`config.mk`:
```
export PLATFORM = sky130hd
export DESIGN_NAME = fpu_div_flat
export DESIGN_NICKNAME = d
export VERILOG_FILES = /design/src/rtl/fpu_div_if.sv /design/src/rtl/fpu_div.sv /design/src/flat_wrapper.sv
export SDC_FILE = /design/constraint.sdc
export NUM_CORES = 1
export LEC_CHECK = 0
export CORE_UTILIZATION = 55
export DETAILED_ROUTE_END_ITERATION = 7
export PLACE_DENSITY_LB_ADDON = 0.05
export SLEW_MARGIN = 20
export SYNTH_ARGS = -nofsm -noshare
export SYNTH_HDL_FRONTEND = slang
export SYNTH_SLANG_ARGS = --single-unit
```
`constraint.sdc`:
```
create_clock -name i_clk -period 5.36 [get_ports i_clk]
set_input_delay 0.804 -clock i_clk [delete_from_list [all_inputs] [get_ports i_clk]]
set_output_delay 0.804 -clock i_clk [all_outputs]
set_load 0.03 [all_outputs]
```
`src/rtl/fpu_div_if.sv`:
```
// Start/valid handshake bundle for the sequential single-precision divider.
// The requester drives operands and a start pulse; the divider returns the quotient.
interface fpu_div_if #(
  parameter int SIZE_DATA = 32
);
  logic                 i_start;
  logic [SIZE_DATA-1:0] i_32_a;
  logic [SIZE_DATA-1:0] i_32_b;
  logic [SIZE_DATA-1:0] o_32_div;
  logic                 o_valid;
  logic                 o_busy;

  modport master (
    output i_start, i_32_a, i_32_b,
    input  o_32_div, o_valid, o_busy
  );

  modport slave (
    input  i_start, i_32_a, i_32_b,
    output o_32_div, o_valid, o_busy
  );
endinterface

```
`src/rtl/fpu_div.sv`:
```
// Multicycle IEEE-754 single-precision divider: radix-2 restoring mantissa
// division over 26 cycles, then round-to-nearest-even with flush-to-zero.
module fpu_div #(
  parameter int SIZE_DATA = 32
) (
  input  logic     i_clk,
  input  logic     i_rst_n,
  fpu_div_if.slave bus
);

  typedef enum logic [1:0] {IDLE, CALC, ROUND, SPEC} state_t;

  state_t              state;
  logic [4:0]          cnt;
  logic [25:0]         q;
  logic [24:0]         rem;
  logic [23:0]         mb;
  logic signed [9:0]   exp_r;
  logic                sign_r;
  logic [31:0]         spec_r;
  logic [31:0]         div_r;
  logic                valid_r;
  logic                busy_r;

  // Operand classification; denormals count as zero.
  logic [7:0]  a_exp, b_exp;
  logic [22:0] a_frac, b_frac;
  logic        a_zero, b_zero, a_inf, b_inf, a_nan, b_nan, sign_in;
  assign a_exp   = bus.i_32_a[30:23];
  assign b_exp   = bus.i_32_b[30:23];
  assign a_frac  = bus.i_32_a[22:0];
  assign b_frac  = bus.i_32_b[22:0];
  assign a_zero  = (a_exp == 8'h00);
  assign b_zero  = (b_exp == 8'h00);
  assign a_inf   = (a_exp == 8'hFF) && (a_frac == 23'd0);
  assign b_inf   = (b_exp == 8'hFF) && (b_frac == 23'd0);
  assign a_nan   = (a_exp == 8'hFF) && (a_frac != 23'd0);
  assign b_nan   = (b_exp == 8'hFF) && (b_frac != 23'd0);
  assign sign_in = bus.i_32_a[31] ^ bus.i_32_b[31];

  logic        is_spec;
  logic [31:0] spec_res;
  always_comb begin
    is_spec  = 1'b1;
    spec_res = 32'd0;
    if (a_nan || b_nan || (a_zero && b_zero) || (a_inf && b_inf))
      spec_res = 32'h7FC0_0000;
    else if (b_zero || a_inf)
      spec_res = {sign_in, 8'hFF, 23'd0};
    else if (a_zero || b_inf)
      spec_res = {sign_in, 31'd0};
    else
      is_spec = 1'b0;
  end

  logic signed [9:0] e_in;
  assign e_in = $signed({2'b00, a_exp}) - $signed({2'b00, b_exp}) + 10'sd127;

  // One restoring step: subtract when the divisor fits, then shift.
  logic        q_bit;
  logic [24:0] rem_sel, rem_next;
  always_comb begin
    q_bit    = (rem >= {1'b0, mb});
    rem_sel  = q_bit ? (rem - {1'b0, mb}) : rem;
    rem_next = rem_sel << 1;
  end

  function automatic logic [31:0] round_pack(input logic sign,
                                             input logic signed [9:0] e,
                                             input logic [25:0] qv,
                                             input logic rem_nz);
    logic [23:0]       man;
    logic              g, st, up;
    logic [24:0]       sum;
    logic signed [9:0] ee;
    if (qv[25]) begin
      man = qv[25:2];
      g   = qv[1];
      st  = qv[0] | rem_nz;
      ee  = e;
    end else begin
      man = qv[24:1];
      g   = qv[0];
      st  = rem_nz;
      ee  = e - 10'sd1;
    end
    up  = g & (st | man[0]);
    sum = {1'b0, man} + {24'd0, up};
    if (sum[24]) begin
      man = 24'h80_0000;
      ee  = ee + 10'sd1;
    end else begin
      man = sum[23:0];
    end
    if (ee >= 10'sd255)
      return {sign, 8'hFF, 23'd0};
    else if (ee <= 10'sd0)
      return {sign, 31'd0};
    else
      return {sign, ee[7:0], man[22:0]};
  endfunction

  always_ff @(posedge i_clk or negedge i_rst_n) begin
    if (!i_rst_n) begin
      state   <= IDLE;
      cnt     <= 5'd0;
      q       <= 26'd0;
      rem     <= 25'd0;
      mb      <= 24'd0;
      exp_r   <= 10'sd0;
      sign_r  <= 1'b0;
      spec_r  <= 32'd0;
      div_r   <= 32'd0;
      valid_r <= 1'b0;
      busy_r  <= 1'b0;
    end else begin
      valid_r <= 1'b0;
      case (state)
        IDLE: begin
          if (bus.i_start) begin
            busy_r <= 1'b1;
            sign_r <= sign_in;
            if (is_spec) begin
              spec_r <= spec_res;
              state  <= SPEC;
            end else begin
              mb    <= {1'b1, b_frac};
              rem   <= {2'b01, a_frac};
              q     <= 26'd0;
              cnt   <= 5'd0;
              exp_r <= e_in;
              state <= CALC;
            end
          end
        end
        CALC: begin
          q   <= {q[24:0], q_bit};
          rem <= rem_next;
          cnt <= cnt + 5'd1;
          if (cnt == 5'd25) state <= ROUND;
        end
        ROUND: begin
          div_r   <= round_pack(sign_r, exp_r, q, |rem);
          valid_r <= 1'b1;
          busy_r  <= 1'b0;
          state   <= IDLE;
        end
        default: begin
          div_r   <= spec_r;
          valid_r <= 1'b1;
          busy_r  <= 1'b0;
          state   <= IDLE;
        end
      endcase
    end
  end

  assign bus.o_32_div = div_r;
  assign bus.o_valid  = valid_r;
  assign bus.o_busy   = busy_r;

endmodule

```
`src/flat_wrapper.sv`:
```
// flat-port wrapper written by rule: the top's interface ports become plain ports
module fpu_div_flat 
#(
  parameter int SIZE_DATA = 32
)
  (i_clk, i_rst_n, bus_i_start, bus_i_32_a, bus_i_32_b, bus_o_32_div, bus_o_valid, bus_o_busy);
  fpu_div_if #(.SIZE_DATA(SIZE_DATA)) bus_i ();
  input  logic i_clk;
  input  logic i_rst_n;
  input wire logic [$bits(bus_i.i_start)-1:0] bus_i_start;
  input wire logic [$bits(bus_i.i_32_a)-1:0] bus_i_32_a;
  input wire logic [$bits(bus_i.i_32_b)-1:0] bus_i_32_b;
  output wire logic [$bits(bus_i.o_32_div)-1:0] bus_o_32_div;
  output wire logic [$bits(bus_i.o_valid)-1:0] bus_o_valid;
  output wire logic [$bits(bus_i.o_busy)-1:0] bus_o_busy;
  assign bus_i.i_start = bus_i_start;
  assign bus_i.i_32_a = bus_i_32_a;
  assign bus_i.i_32_b = bus_i_32_b;
  assign bus_o_32_div = bus_i.o_32_div;
  assign bus_o_valid = bus_i.o_valid;
  assign bus_o_busy = bus_i.o_busy;
  fpu_div #(.SIZE_DATA(SIZE_DATA)) u_core (.i_clk(i_clk), .i_rst_n(i_rst_n), .bus(bus_i));
endmodule
```
==> flow_metrics.env <==
export IMPL_crit_cells=12
export IMPL_syn_to_final_growth_pct=19.6
export IMPL_crit_path_end_kind="flop"
export IMPL_p_sw_share_pct=43.3
export IMPL_io_buffers=100
export IMPL_wl_per_cell_um=16.1
export IMPL_seq_area_frac_synth_pct=36.5
export IMPL_crit_path_start_kind="flop"
export IMPL_design_die_area_mm2=0.0167
export IMPL_worstPathCellList="mux2i_1 > nor2_1 > ha_1 > nand4_1 > nor4_4 > nand4_1 > or3_1 > o21a_1 > o22ai_1 > and4bb_2 > or3_4 > o22ai_1"
export IMPL_synth_top_family_by_area="compound AO/OA/AOI/OAI gates"
export IMPL_required_ns=5.62
export IMPL_remaining_drc_errors=1
export IMPL_pwr_share_clk_pct=19.5
export IMPL_hp_class="in2async"
export IMPL_vias=7620
export IMPL_grt_max_degree=59
export IMPL_pwr_share_seq_pct=27.3
export IMPL_crit_start="u_core.q[25]$_DFFE_PN0P_"
export IMPL_cts_buffers=17
export IMPL_switchingPower_uw=2940
export IMPL_nNetsFinal=1198
export IMPL_syn_area_per_cell_um2=8.67
export IMPL_drtPass1Iterations=7
export IMPL_grt_pass1_wl_um=35800
export IMPL_drive_above_1_share_pct=7.97
export IMPL_fmax_ghz=0.239
export IMPL_die_width_um=129
export IMPL_synthMuxAreaShare_pct=3.58
export IMPL_synth_seq_cells=130
export IMPL_synth_ff_type="dfrtp_1"
export IMPL_synth_edf_count=0
export IMPL_via_per_inst=5.77
export IMPL_cts_resized=0
export IMPL_synthCells=1028
export IMPL_finalWirelength_um=21300
export IMPL_synth_area_top_cells="dfrtp_1 37%, ha_1 5.3%, xnor2_1 4.9%"
export IMPL_synth_compound_area_share_pct=21.2
export IMPL_grt_pass1_vias=7138
export IMPL_cts_hold_buf=0
export IMPL_antenna_found_initial=0
export IMPL_critical_path_class="reg2reg"
export IMPL_violations="design-rule violations"
export IMPL_hpwl_um=15300
export IMPL_internal_power_uw=3850
export IMPL_cts_max_level=4
export IMPL_post_route_period_util_pct=78.0
export IMPL_worst_r2r_endpoint="u_core.bus.o_32_div[0]$_DFFE_PN0P_"
export IMPL_crit_buf_inv=0
export IMPL_arrival_ns=4.45
export IMPL_core_region_area_mm2=0.0158
export IMPL_yosys_area_share_adder_pct=5.79
export IMPL_die_height_um=129
export IMPL_cp_top_family="simple AND/OR/NAND/NOR gates"
export IMPL_r2r_cells=12
export IMPL_status="finished with violations"
export IMPL_dr_first_iter_drc_count=605
export IMPL_fin_worst_skew_ns=0.00925
export IMPL_maxSlewViolCount=0
export IMPL_ant_nets=0
export IMPL_yosys_area_share_simple_pct=18.2
export IMPL_path_clk_slew_ns=0.06
export IMPL_yosysTopAreaCell="dfrtp_1"
export IMPL_netlist_area_leader_share_pct=36.5
export IMPL_regToRegStartpoint="u_core.q[25]$_DFFE_PN0P_"
export IMPL_cts_setup_buffers=0
export IMPL_fin_crit_ns=4.18
export IMPL_syn_area_mm2=0.00891
export IMPL_max_slew_margin_pct=35.9
export IMPL_clk_insertion_delay_late_ns=0.42
export IMPL_rsz0062_at_grt="no"
export IMPL_cts_sinks=130
export IMPL_ff2ff_setup_slack_ns=1.18
export IMPL_track_usage_pct=27.2
export IMPL_finalSetupTns_ns=0
export IMPL_slowest_delay_ns=0.78
export IMPL_cp_max_fo=30
export IMPL_power_share_combinational_pct=53.2
export IMPL_netlist_top_cells_count="130 x dfrtp_1, 93 x nand2_1, 83 x inv_1"
export IMPL_insertedDiodeCount=0
export IMPL_synth_xor_area_share_pct=8.06
export IMPL_async_reset_ff_share_pct=100
export IMPL_tightest_slew_ns=0.962
export IMPL_gp_congestion=0.873
export IMPL_gr_total_overflow=0
export IMPL_critPathCapture="u_core.bus.o_32_div[0]$_DFFE_PN0P_"
export IMPL_rows=46
export IMPL_synth_most_common_cell="dfrtp_1"
export IMPL_cts_buffer_depth=2
export IMPL_place_ws_ns=1.25
export IMPL_io_pins=101
export IMPL_cap_violations=0
export IMPL_syn_num_nets=1135
export IMPL_cts_tree="done"
export IMPL_synth_cell_types=72
export IMPL_setup_viol=0
export IMPL_setup_ws_ns=1.18
export IMPL_yosysWarnings=0
export IMPL_initial_core_util_pct=56.3
export IMPL_cpMaxStageDelayCell="dfrtp_2"
export IMPL_vdd_drop_max_mv=0.346
export IMPL_hold_viol_final=0
export IMPL_cts_root_buf="clkbuf_16"
export IMPL_p_per_area_mw_per_mm2=637
export IMPL_total_leakage_power_uw=0.00439
final cells by class:
cell class	instances	area [µm²]
clock buffer	22	464
clock inverter	10	204
fill	1335	5170
inverter	83	312
multi-input combinational	751	5090
sequential	130	3260
tap	216	270
timing repair buffer	108	1060
state kept, by name, summed over array words and instances (netlist names), 2 cells and up:
signal               cells
u_core.rem              25
u_core.mb               24
u_core.spec_r            3
u_core.cnt               5
u_core.exp_r            10
u_core.bus.o_32_div     32
u_core.state             2
u_core.q                26
logic make-up (layout without fill, tap and decap cells):
family / Yosys count / after routing
compound gates: 275 / 275
mux: 31 / 31
fa+ha+maj: 40 / 40
simple gates: 323 / 323
flops: 130 / 130
buf+inv: 147 / 223
xor+xnor: 82 / 82
power groups by stage:
stage,Clock [µW],Combinational (µW),Sequential (µW)
4_1_cts,1340,3600,1850
5_1_grt,1380,4040,1910
6_report,1320,3610,1850
3_3_place_gp,0,3500,1850
3_5_place_dp,0,3550,1860
2_1_floorplan,0,2900,1680
how the worst min path moves through the flow:
stage | from | to | slack (ns) | cells past startpoint
final | i_rst_n | u_core.bus.o_32_div[5]$_DFFE_PN0P_ | 0.45 | 1
after CTS | u_core.mb[23]$_DFFE_PN0P_ | u_core.mb[23]$_DFFE_PN0P_ | 0.46 | 2
after floorplan | u_core.mb[23]$_DFFE_PN0P_ | u_core.mb[23]$_DFFE_PN0P_ | 0.42 | 2
after detailed placement | u_core.mb[23]$_DFFE_PN0P_ | u_core.mb[23]$_DFFE_PN0P_ | 0.44 | 2
after global routing | u_core.mb[23]$_DFFE_PN0P_ | u_core.mb[23]$_DFFE_PN0P_ | 0.49 | 2
after global placement | u_core.mb[23]$_DFFE_PN0P_ | u_core.mb[23]$_DFFE_PN0P_ | 0.44 | 2
layout by cell type (no fill, tap or decap), drive strengths merged, types with 7 or more instances in the layout:
cell           Yosys  final
a21o              12     12
a21oi             60     60
a22o              22     22
a22oi             16     16
buf               12      9
clkbuf            52     22
clkdlybuf4s50      0     99
dfrtp            130    130
ha                38     38
inv               83     83
mux2               7      7
mux2i             24     24
nand2             93     93
nand2b             9      9
nand3             24     24
nand4             19     19
nor2              79     79
nor2b             11     11
nor3              21     21
nor4              25     25
o211ai             8      8
o21ai             82     82
o22ai             30     30
or3               10     10
xnor2             50     50
xor2              32     32
per-layer routing:
| metal | GRT usage, % | vias up | share of wire, % |
|---|---|---|---|
| li1 | - | 3763 | - |
| met5 | 0 | - | 0 |
| met1 | 39.2 | 3629 | 48 |
| met3 | 3.80 | 27 | 4.0 |
| met4 | 7.75 | 0 | 1.4 |
| met2 | 42.7 | 201 | 46 |
per-stage QoR:
step / power [µW] / hold slack (ns) / cell area [µm²] / std cells / util (%)
2_1_floorplan: 4580 / 0.418 / 8910 / 1028 / -
3_3_place_gp: 5350 / 0.440 / 9990 / 1288 / 63.1
3_5_place_dp: 5410 / 0.443 / 9990 / 1288 / 63.1
4_1_cts: 6790 / 0.456 / 10700 / 1320 / 67.3
5_1_grt: 7340 / 0.485 / 10700 / 1320 / 67.3
6_report: 6790 / 0.446 / 10700 / 1320 / 67.3
Power figures use the tool's default switching activity.
